==> src/rtl/audio_envelope_reconstructor_pkg.sv <==
// Shared definitions for the envelope reconstructor.
//   SAMPLE_W : sample / envelope width (signed two's complement)
//   LEN_W    : width of interval length and interval count
//   MODE_*   : playback mode encodings
//   state_t  : control FSM states
package audio_env_pkg;
  localparam int SAMPLE_W = 32;
  localparam int LEN_W    = 16;

  localparam logic MODE_ALT = 1'b0;
  localparam logic MODE_MID = 1'b1;

  typedef enum logic [1:0] {
    IDLE,
    FETCH,
    EMIT
  } state_t;
endpackage

==> src/rtl/audio_envelope_reconstructor_env_sample_gen.sv <==
// Combinational sample selector.
//   min_val, max_val, mid_val : registered envelope pair and its midpoint
//   mode                      : MODE_ALT alternates max/min, MODE_MID emits mid
//   k_odd                     : LSB of the in-interval sample index
//   sample                    : selected output sample
module env_sample_gen
  import audio_env_pkg::*;
(
  input  logic signed [SAMPLE_W-1:0] min_val,
  input  logic signed [SAMPLE_W-1:0] max_val,
  input  logic signed [SAMPLE_W-1:0] mid_val,
  input  logic                       mode,
  input  logic                       k_odd,
  output logic signed [SAMPLE_W-1:0] sample
);

  always_comb begin
    sample = max_val;
    if (mode == MODE_MID) begin
      sample = mid_val;
    end else if (k_odd) begin
      sample = min_val;
    end
  end

endmodule

==> src/rtl/audio_envelope_reconstructor.sv <==
// Regenerates a sample-rate stream from per-interval (min, max) envelope
// pairs, interval_len samples per pair, under valid/ready flow control.
//   clk, reset                  : clock, async active-high reset
//   start, interval_len,
//   num_intervals, mode         : job request, latched in IDLE
//   env_valid/env_ready,
//   env_min/env_max             : envelope pair input stream
//   out_valid/out_ready,
//   out_sample/out_last         : reconstructed sample output stream
//   busy, done                  : job status; done is a one-cycle pulse
module audio_envelope_reconstructor
  import audio_env_pkg::*;
(
  input  logic                       clk,
  input  logic                       reset,
  input  logic                       start,
  input  logic [LEN_W-1:0]           interval_len,
  input  logic [LEN_W-1:0]           num_intervals,
  input  logic                       mode,
  input  logic                       env_valid,
  input  logic signed [SAMPLE_W-1:0] env_min,
  input  logic signed [SAMPLE_W-1:0] env_max,
  output logic                       env_ready,
  output logic                       out_valid,
  input  logic                       out_ready,
  output logic signed [SAMPLE_W-1:0] out_sample,
  output logic                       out_last,
  output logic                       busy,
  output logic                       done
);

  state_t state, state_nxt;

  logic [LEN_W-1:0]           len_q;
  logic [LEN_W-1:0]           nint_q;
  logic [LEN_W-1:0]           int_cnt;
  logic [LEN_W-1:0]           k;
  logic                       mode_q;
  logic                       done_q;
  logic signed [SAMPLE_W-1:0] min_p0;
  logic signed [SAMPLE_W-1:0] max_p0;
  logic signed [SAMPLE_W-1:0] mid_p0;

  logic hs;
  logic end_int;
  logic last_int;
  logic load;

  // Sum at one extra bit so (min + max) never wraps; dropping the LSB is an
  // arithmetic shift right, i.e. rounding toward minus infinity.
  function automatic logic signed [SAMPLE_W-1:0] midpoint(
    input logic signed [SAMPLE_W-1:0] a,
    input logic signed [SAMPLE_W-1:0] b
  );
    logic signed [SAMPLE_W:0] sum;
    sum = {a[SAMPLE_W-1], a} + {b[SAMPLE_W-1], b};
    return sum[SAMPLE_W:1];
  endfunction

  assign out_valid = (state == EMIT);
  assign busy      = (state != IDLE);
  assign done      = done_q;

  assign hs       = out_valid && out_ready;
  assign last_int = (int_cnt == nint_q - LEN_W'(1));
  assign end_int  = hs && (k == len_q - LEN_W'(1));
  assign out_last = out_valid && (k == len_q - LEN_W'(1)) && last_int;

  // Ready is also raised on the closing handshake of a non-final interval so
  // the next pair can load without a bubble; this is the only path from
  // out_ready to an output.
  assign env_ready = (state == FETCH) || (end_int && !last_int);
  assign load      = env_ready && env_valid;

  always_comb begin
    state_nxt = state;
    case (state)
      IDLE: begin
        if (start) begin
          state_nxt = (num_intervals == '0) ? IDLE : FETCH;
        end
      end
      FETCH: begin
        if (env_valid) begin
          state_nxt = EMIT;
        end
      end
      EMIT: begin
        if (end_int) begin
          if (last_int) begin
            state_nxt = IDLE;
          end else if (env_valid) begin
            state_nxt = EMIT;
          end else begin
            state_nxt = FETCH;
          end
        end
      end
      default: state_nxt = IDLE;
    endcase
  end

  // Stage p0: control state, counters and the captured envelope pair.
  always_ff @(posedge clk or posedge reset) begin
    if (reset) begin
      state   <= IDLE;
      len_q   <= '0;
      nint_q  <= '0;
      int_cnt <= '0;
      k       <= '0;
      mode_q  <= MODE_ALT;
      done_q  <= 1'b0;
      min_p0  <= '0;
      max_p0  <= '0;
      mid_p0  <= '0;
    end else begin
      state  <= state_nxt;
      done_q <= 1'b0;

      if ((state == IDLE) && start) begin
        len_q   <= (interval_len == '0) ? LEN_W'(1) : interval_len;
        nint_q  <= num_intervals;
        mode_q  <= mode;
        int_cnt <= '0;
        k       <= '0;
        done_q  <= (num_intervals == '0);
      end

      if (load) begin
        min_p0 <= env_min;
        max_p0 <= env_max;
        mid_p0 <= midpoint(env_min, env_max);
        k      <= '0;
      end else if (hs) begin
        k <= k + LEN_W'(1);
      end

      if (end_int) begin
        if (last_int) begin
          done_q <= 1'b1;
        end else begin
          int_cnt <= int_cnt + LEN_W'(1);
        end
      end
    end
  end

  env_sample_gen u_gen (
    .min_val (min_p0),
    .max_val (max_p0),
    .mid_val (mid_p0),
    .mode    (mode_q),
    .k_odd   (k[0]),
    .sample  (out_sample)
  );

endmodule

==> config.mk <==
export PLATFORM = sky130hd
export DESIGN_NAME = audio_envelope_reconstructor
export DESIGN_NICKNAME = d
export VERILOG_FILES = /design/src/rtl/audio_envelope_reconstructor_pkg.sv /design/src/rtl/audio_envelope_reconstructor_env_sample_gen.sv /design/src/rtl/audio_envelope_reconstructor.sv
export SDC_FILE = /design/constraint.sdc
export NUM_CORES = 1
export LEC_CHECK = 0
export ABC_AREA = 0
export CORE_ASPECT_RATIO = 0.5
export CORE_MARGIN = 10
export CORE_UTILIZATION = 52
export CTS_CLUSTER_SIZE = 24
export DETAILED_ROUTE_END_ITERATION = 12
export MAX_ROUTING_LAYER = met4
export PLACE_DENSITY = 0.83
export SKIP_LAST_GASP = 1
export SLEW_MARGIN = 15
export SYNTH_ARGS = -nofsm -noshare
export SYNTH_HDL_FRONTEND = slang
export SYNTH_SLANG_ARGS = --single-unit
==> constraint.sdc <==
create_clock -name clk -period 8.1 [get_ports clk]
set_input_delay 1.215 -clock clk [delete_from_list [all_inputs] [get_ports clk]]
set_output_delay 1.215 -clock clk [all_outputs]
set_load 0.05 [all_outputs]
== Word-level counts from Yosys, hierarchy flattened ==
Index checks and enable logic that the tools add are counted.

* Register bits: 164
* Bits in latches: 0
* Bits in writable memories: 0
* Bits in read-only memories: 0
* Input port bits: 102
* Memories kept: 0

* Add/subtract/negate cells: 5
* Multipliers: 0
* Divide/modulo/power cells: 0
* $lt $le $gt $ge: 0
* Equal/unequal tests: 7
* Shift operators: 0
* Multiplexer cells: 19
* Bitwise logic cells: 0
* Reduce and logical (&&, ||, !) cells: 15

{| class="wikitable"
|+ Operators by type and width
! operator !! number
|-
| 16-bit two-way mux || 7
|-
| 32-bit two-way mux || 2
|-
| 32-bit by 32-bit adder with 33-bit output || 1
|-
| 16-bit by 1-bit adder with 16-bit output, second input constant || 2
|-
| 16-bit equality test || 2
|-
| 16-bit zero test || 2
|-
| 16-bit by 1-bit subtractor with 16-bit output, second input constant || 2
|-
| 2-bit two-way mux || 5
|-
| 1-bit logical AND || 7
|-
| 2-bit case mux with 3 select lines || 1
|-
| 1-bit two-way mux || 4
|-
| 2-bit inequality test, second input constant || 2
|-
| 3-bit AND reduction || 1
|-
| 3-bit nonzero test || 1
|-
| 2-bit by 1-bit equality test with 1-bit output, second input constant || 1
|-
| 2-bit equality test, second input constant || 1
|-
| 2-bit zero test || 1
|-
| 2-bit by 1-bit inequality test with 1-bit output, second input constant || 1
|-
| 2-bit nonzero test || 1
|-
| 1-bit zero test || 1
|-
| 1-bit logical OR || 1
|}

== Longest topological paths before layout ==
Gate-level depths: netlist of the first run.

* Depth in word-level cells: 7
* Gate-level depth with buffers: 14

== Modules after synthesis ==
A second synthesis of the first run with hierarchy kept.

* Cell total of the unflattened synthesis: 1123
* Area, all modules: 10740.3 µm²

{| class="wikitable"
|+ By module, submodules not included
! module !! times used !! cells each !! area each (µm²) !! seq. area each (µm²)
|-
| audio_envelope_reconstructor || 1 || 1016 || 10025.9 || 4103.9
|-
| env_sample_gen || 1 || 107 || 714.4 || 0.0
|}

== Worst setup path before layout of the first run ==
No wires, ideal clock.

* Path type: flip-flop to output port
* Start: register nint_q[0]
* End: output env_ready
* Arrival: 3067 ps
* Required time: 6885 ps
* Setup slack: 3818 ps
* Stages on the path, launching flop included: 12
* Buffers on the path: 2
* Cells stage by stage: dfrtp_1 -> inv_1 -> ha_1 -> clkbuf_1 -> o21ba_2 -> a221oi_1 -> a41oi_1 -> a211o_1 -> a2111o_1 -> o2111ai_1 -> buf_2 -> nand2_1

* Cells in the longest elaborated chain, start to end: 5

{| class="wikitable"
|+ Ends and longest elaborated chain
! what !! RTL line !! text
|-
| start, declared || audio_envelope_reconstructor.sv:35 || <nowiki>logic [LEN_W-1:0] nint_q;</nowiki>
|-
| start signal, assigned || audio_envelope_reconstructor.sv:122 || <nowiki>nint_q <= num_intervals;</nowiki>
|-
| 16-bit by 1-bit subtractor with 16-bit output || audio_envelope_reconstructor.sv:65 || <nowiki>assign last_int = (int_cnt == nint_q - LEN_W'(1));</nowiki>
|-
| 16-bit equality test || audio_envelope_reconstructor.sv:65 ||
|-
| 1-bit zero test || audio_envelope_reconstructor.sv:72 || <nowiki>assign env_ready = (state == FETCH) || (end_int && !last_int);</nowiki>
|-
| 1-bit logical AND || audio_envelope_reconstructor.sv:72 ||
|-
| 1-bit logical OR || audio_envelope_reconstructor.sv:72 ||
|-
| end, declared || audio_envelope_reconstructor.sv:23 || <nowiki>output logic env_ready,</nowiki>
|}

No other way between the ends.

== Worst setup path after layout of the first run ==
* Start: register len_q[0]
* End: output env_ready

* Cells in the longest elaborated chain, start to end: 5

{| class="wikitable"
|+ Ends and longest elaborated chain
! what !! RTL line !! text
|-
| start, declared || audio_envelope_reconstructor.sv:34 || <nowiki>logic [LEN_W-1:0] len_q;</nowiki>
|-
| start signal, assigned || audio_envelope_reconstructor.sv:121 || <nowiki>len_q <= (interval_len == '0) ? LEN_W'(1) : interval_len;</nowiki>
|-
| 16-bit by 1-bit subtractor with 16-bit output || audio_envelope_reconstructor.sv:66 || <nowiki>assign end_int = hs && (k == len_q - LEN_W'(1));</nowiki>
|-
| 16-bit equality test || audio_envelope_reconstructor.sv:66 ||
|-
| 1-bit logical AND || audio_envelope_reconstructor.sv:66 ||
|-
| 1-bit logical AND || audio_envelope_reconstructor.sv:72 ||
|-
| 1-bit logical OR || audio_envelope_reconstructor.sv:72 ||
|}

No other way between the ends.

==> results.json, run 1 <==
{
  "worstHoldPathCells": 1,
  "post-route-util_pct": 63.8,
  "syn-num-nets": 1242,
  "dieArea_um2": 26100,
  "clock_skew_ns": 0.0182,
  "rsz0062_at_grt": "false",
  "final_hold_viol_count": 0,
  "rrSetupSlack_ns": 3.94,
  "yosys.area.top_type": "dfrtp_1",
  "cts_buffers": 17,
  "status": "finished clean",
  "drt-pass1-iter-count": 5,
  "fp.dieH_um": 119,
  "grt_pass1_vias": 8810,
  "post_drt_via_cell_ratio": 5.84,
  "layout_min_cycle_time_ns": 5.26,
  "cts_resized": 0,
  "p_leak_nw": 5.38,
  "layout_commonest_cell": "nand2_1",
  "gp_congestion": 0.885,
  "arrival_ns": 4.05,
  "synth_top_flop_cell": "dfrtp_1",
  "cts_setup_buffers": 0,
  "hp-class": "reg2reg",
  "path_max_fanout": 18,
  "rows": 36,
  "synthArstFlopShare_pct": 100,
  "coreArea_um2": 19400,
  "worstRegToRegCells": 9,
  "start_util_pct": 52.8,
  "cp-end-kind": "output port",
  "ctsRootBufferMaster": "clkbuf_16",
  "power_frac_seq_pct": 34.9,
  "die_w_um": 219,
  "clk_pin_slew_ns": 0.07,
  "layout_common_cells": "nand2_1 (176), dfrtp_1 (162), clkdlybuf4s50_1 (138)",
  "ys_warn_count": 0,
  "intPower_mw": 2.36,
  "gr-total-overflow": 0,
  "ant_nets": 0,
  "synth_edf_count": 0,
  "antenna_found_initial": 0,
  "synth_top_cells_by_area": "dfrtp_1 (40%), nand2_1 (6.5%), mux2_1 (4.9%)",
  "synth.cell_area_um2": 10300,
  "avgSynthCellArea_um2": 9.29,
  "setup-violations-final": 0,
  "hold_start": "max_p0[21]",
  "cts_buffer_depth": 2,
  "drv_slew": 0,
  "clock_power_share_pct": 19.6,
  "post_route_cells_drive_above_1_share_pct": 7.32,
  "setup.worst_path.start_class": "flop",
  "swShare_pct": 42.9,
  "hold_end": "max_p0[21]",
  "power_density_nw_per_um2": 333,
  "reg2reg_to": "min_p0[18]",
  "cts_hold_buffers": 0,
  "dp_hpwl_mm": 20.0,
  "synth_cells": 1104,
  "wl_mm": 27.8,
  "p_sw_mw": 1.77,
  "fin_nets": 1355,
  "vias": 8741,
  "netlist.area_leader.share_pct": 40.0,
  "fmax_ghz": 0.190,
  "cap_violations": 0,
  "ys_ff_latch": 164,
  "cts.sinks": 164,
  "vdd_drop_max_mv": 0.249,
  "area_delta_synth_final_pct": 20.7,
  "portBuffers": 138,
  "drc": 0,
  "clock_insertion_delay_worst_skew_ns": 0.44,
  "grt_max_degree": 94,
  "combPwrFrac_pct": 45.6,
  "wl_per_cell_um": 18.6,
  "period_share_pct": 65.0,
  "diodes": 0,
  "h-tree-depth": 4,
  "grt_pass1_wl_mm": 45.4,
  "timing.rr.start": "nint_q[2]",
  "critical_path_class": "reg2out",
  "relSlewSlack_pct": 29.2,
  "io_pins": 139,
  "drt-initial-drc-count": 837,
  "yosysUniqueCellTypes": 76,
  "tritoncts": "yes",
  "cp_data_required_time_ns": 6.88,
  "track_usage_pct": 21.7,
  "synth-seq-area-share_pct": 40.0,
  "tightest_slew_ns": 1.06,
  "fin_tns_setup_ns": 0
}
[Yosys cell counts (all sizes together) (14+ instances only)]
library cell and count:
mux2i 46, nand3 41, nor3 28, nor2 68, o21ai 76, mux2 79, nand2 177, a21oi 36
xor2 25, ha 35, xnor2 38, inv 26, buf 15, dfrtp 164, nor4 14, clkbuf 36
and3 19, nand4 16, a21o 15
[worst max-delay path by stage]
| stage | startpoint | end | slack, ns |
|---|---|---|---|
| 3_3_place_gp | len_q[9] | out_last | 3.36 |
| 5_1_grt | nint_q[5] | out_last | 2.63 |
| 4_1_cts | len_q[0] | env_ready | 2.87 |
| 6_report | len_q[0] | env_ready | 2.84 |
| 2_1_floorplan | reset | done | 2.45 |
| 3_5_place_dp | len_q[0] | env_ready | 3.33 |
[cell families (layout without fill, tap and decap cells)]
| logic type | after synthesis | after routing | synth area share [%] |
|---|---|---|---|
| buffers and inverters | 77 | 203 | 3.20 |
| DFF | 164 | 164 | 40.0 |
| muxes | 125 | 125 | 13.2 |
| xor gates and xnor gates | 63 | 63 | 5.38 |
| adders and majority gates | 36 | 36 | 4.47 |
| and+or+nand+nor | 416 | 416 | 19.3 |
| AOI/OAI and AO/OA | 223 | 223 | 14.5 |
[metrics by stage]
stage	cells	hold slack (ns)	power, mW	worst slack, ns	instance area, um2
final	1496	0.489	4.13	2.84	12400
after global routing	1496	0.503	4.38	2.63	12400
after CTS	1496	0.495	4.15	2.87	12400
after detailed placement	1464	0.480	3.33	3.33	11800
after global placement	1464	0.472	3.28	3.36	11800
after floorplan	1104	0.464	2.72	2.45	10300
[registers in the layout, indices dropped and copies added, names as in the netlist]
register,cells
max_p0,32
mid_p0,32
min_p0,32
int_cnt,16
k,16
len_q,16
nint_q,16
state,2
done,1
mode_q,1
[routing by layer]
layer	vias up	part of all wire, %	global-route usage (%)	routed length, um
met5	-	0	-	0
met3	24	5.3	3.54	1480
met4	0	1.0	4.10	289
met2	255	48	35.5	13400
li1	4185	-	-	-
met1	4277	46	28.2	12700
[critical path: stages, from the launching register on]
cell	delay (ns)
dfrtp_1	0.44
inv_1	0.10
ha_1	0.23
or4b_1	0.56
xnor2_1	0.18
and4b_1	0.23
o211ai_1	0.09
nor4_1	0.42
o2111ai_1	0.20
buf_4	0.23
nand2_1	0.10
clkdlybuf4s50_1	0.82
[final cells by class]
class                           instances  area (um2)
Fill cell                            1580        7030
Multi-Input combinational cell        863        5830
Timing Repair Buffer                  145        1430
Tap cell                              266         333
Inverter                               26         103
Clock buffer                           23         478
Clock inverter                          9        96.3
Sequential cell                       164        4110
[power groups by stage]
stage	sequential [mW]	combinational, mW	clock, mW
final	1.44	1.88	0.807
after floorplan	1.32	1.41	0
after detailed placement	1.45	1.88	0
after global routing	1.49	2.04	0.852
after CTS	1.44	1.90	0.812
after global placement	1.43	1.85	0
Note: power is estimated with default switching activity, not from simulation.
==> run 2: changes to the inputs <==
Settings changed: CORE_UTILIZATION 52 to 51, PLACE_DENSITY 0.83 to 0.85.
Clock period 8.1 ns to 4.51 ns, I/O delays scaled along.
==> run 2 against run 1 <==
  * Worst hold slack improved by 0.0029 ns
  * Wire length is 2.7% higher
  * Register-to-register slack lost 3.3 ns
  * Critical endpoint is now out_last
  * Total power grew 83%
  * Final area is 1.0% higher
  * Critical path depth is 4 lower
  * Sequential cell count unchanged
  * Global-route usage rose by 0.57 points
  * Via count grew 1.8%
  * Core utilization rose by 0.071 points
  * Die area up 1.7%
==> results.json, run 2 (synthesis gave the netlist of run 1 again) <==
{
  "reg_top3": "max_p0 x32, mid_p0 x32, min_p0 x32",
  "layout_commonest_cell": "nand2_1",
  "tightest_slew_ns": 1.10,
  "rows": 36,
  "dieArea_um2": 26500,
  "status": "finished clean",
  "drc": 0,
  "grt_pass1_vias": 9130,
  "coreArea_um2": 19600,
  "grt_max_degree": 91,
  "p_total_mw": 7.54,
  "worst_slack_ns": 0.315,
  "seqCellArea_um2": 4110,
  "hp-class": "reg2reg",
  "clock_insertion_delay_worst_skew_ns": 0.46,
  "highest_layer": "met4",
  "fin_tns_setup_ns": 0,
  "wl_mm": 28.6,
  "die_w_um": 221,
  "tritoncts": "yes",
  "grt_pass1_wl_mm": 46.7,
  "cts_hold_buffers": 0,
  "path_max_fanout": 8,
  "portBuffers": 138,
  "dp_slack_ns": 0.348,
  "cp_data_required_time_ns": 3.83,
  "gr-total-overflow": 0,
  "rsz0062_at_grt": "false",
  "h-tree-depth": 4,
  "io_pins": 139,
  "setup-violations-final": 0,
  "fin_nets": 1365,
  "drt-pass1-iter-count": 5,
  "relSlewSlack_pct": 26.6,
  "vdd_drop_max_mv": 0.411,
  "arrival_ns": 3.52,
  "power_density_nw_per_um2": 603,
  "cp-end-kind": "output port",
  "fillCellCount": 1536,
  "start_util_pct": 52.3,
  "met2WireLength_mm": 13.8,
  "dp_hpwl_mm": 20.8,
  "fin_area_um2": 12500,
  "fp.dieH_um": 120,
  "multi_input_area_um2": 5820,
  "critical_path_class": "reg2out",
  "vias": 8896,
  "area_delta_synth_final_pct": 22.0,
  "met3WireLength_mm": 1.49,
  "cts.sinks": 164,
  "crit_path_max_incr_delay_ns": 0.56,
  "setup.worst_path.start_class": "flop",
  "cts_buffers": 17,
  "cap_violations": 0,
  "wl_met1_mm": 12.7,
  "gp_congestion": 0.912,
  "clock_skew_ns": 0.0102,
  "path_buf_inv": 1,
  "ant_nets": 0,
  "crit_chain": "nor3_1, nand3_1, or4_1, a2111oi_1, nand4_1, nor2_1, clkbuf_2",
  "crit_family": "simple AND/OR/NAND/NOR gates",
  "dpl_cell_area_um2": 11900,
  "layout_common_cells": "nand2_1 (176), dfrtp_1 (162), clkdlybuf4s50_1 (136)",
  "clk_pin_slew_ns": 0.07,
  "crit_path_top_delay_cell": "or4_1",
  "post_route_cells_drive_above_1_share_pct": 8.47,
  "fmax_ghz": 0.238,
  "cts_setup_buffers": 0,
  "antenna_found_initial": 1,
  "post_drt_via_cell_ratio": 5.90,
  "period_share_pct": 93.0,
  "wl_per_cell_um": 18.9,
  "ctsRootBufferMaster": "clkbuf_16",
  "final_hold_viol_count": 0,
  "track_usage_pct": 22.3,
  "layout_min_cycle_time_ns": 4.20,
  "cts_buffer_depth": 2,
  "drv_slew": 0,
  "p_leak_nw": 5.45,
  "drt-initial-drc-count": 900
}
## run 2: path summary, 6_finish.rpt
path	from	end	slack, ns	depth (start not counted)
worst max-delay path	nint_q[6]	out_last	0.31	7
worst min-delay path	min_p0[2]	min_p0[2]	0.49	1
worst max register to register	len_q[0]	max_p0[6]	0.66	11
min in group asynchronous	reset	k[8]	0.71	2
max in group asynchronous	reset	mode_q	2.76	3
worst min register to register	min_p0[2]	min_p0[2]	0.49	1
## run 2: layer usage
metal / GRT usage (%) / up-vias
met5: - / -
met4: 7.27 / 0
met3: 4.36 / 43
met2: 36.0 / 269
met1: 27.8 / 4365
li1: - / 4219
## run 2: layout make-up
| cell class | instances | area share [%] |
|---|---|---|
| Multi-Input combinational cell | 863 | 46.6 |
| Sequential cell | 164 | 32.8 |
| Timing Repair Buffer | 155 | 12.3 |
| Clock buffer | 19 | 3.62 |
| Tap cell | 266 | 2.66 |
| Clock inverter | 13 | 1.19 |
| Inverter | 26 | 0.810 |
| Antenna cell | 1 | 0.0200 |
## run 2: power by group
part           leakage (nW)  internal [mW]  switching, mW
combinational          3.10           1.39           2.04
clock                 0.281          0.852          0.657
sequential             2.07           2.05          0.551
total                  5.45           4.29           3.25
## run 2: worst reg2reg max path, cell delays in order, from the launching register on
cell       delay [ns]
dfrtp_1          0.44
inv_1            0.11
ha_1             0.22
nor4b_2          0.43
a41oi_1          0.20
a2111oi_2        0.44
o211ai_1         0.13
or4_1            0.46
a311oi_2         0.55
o21ai_4          0.18
buf_12           0.22
mux2_1           0.36
## run 2: stage by stage
step,hold WS [ns],instances,util [%]
2_1_floorplan,0.464,1104,-
3_3_place_gp,0.472,1474,60.8
3_5_place_dp,0.480,1474,60.8
4_1_cts,0.496,1506,63.8
5_1_grt,0.501,1507,63.8
6_report,0.492,1507,63.8
## run 2: what timing repair did
item | CTS | global route
endpoints found under the setup margin | 1 | 1
resized for setup | 1 | 2
hold endpoints to repair | 0 | 0
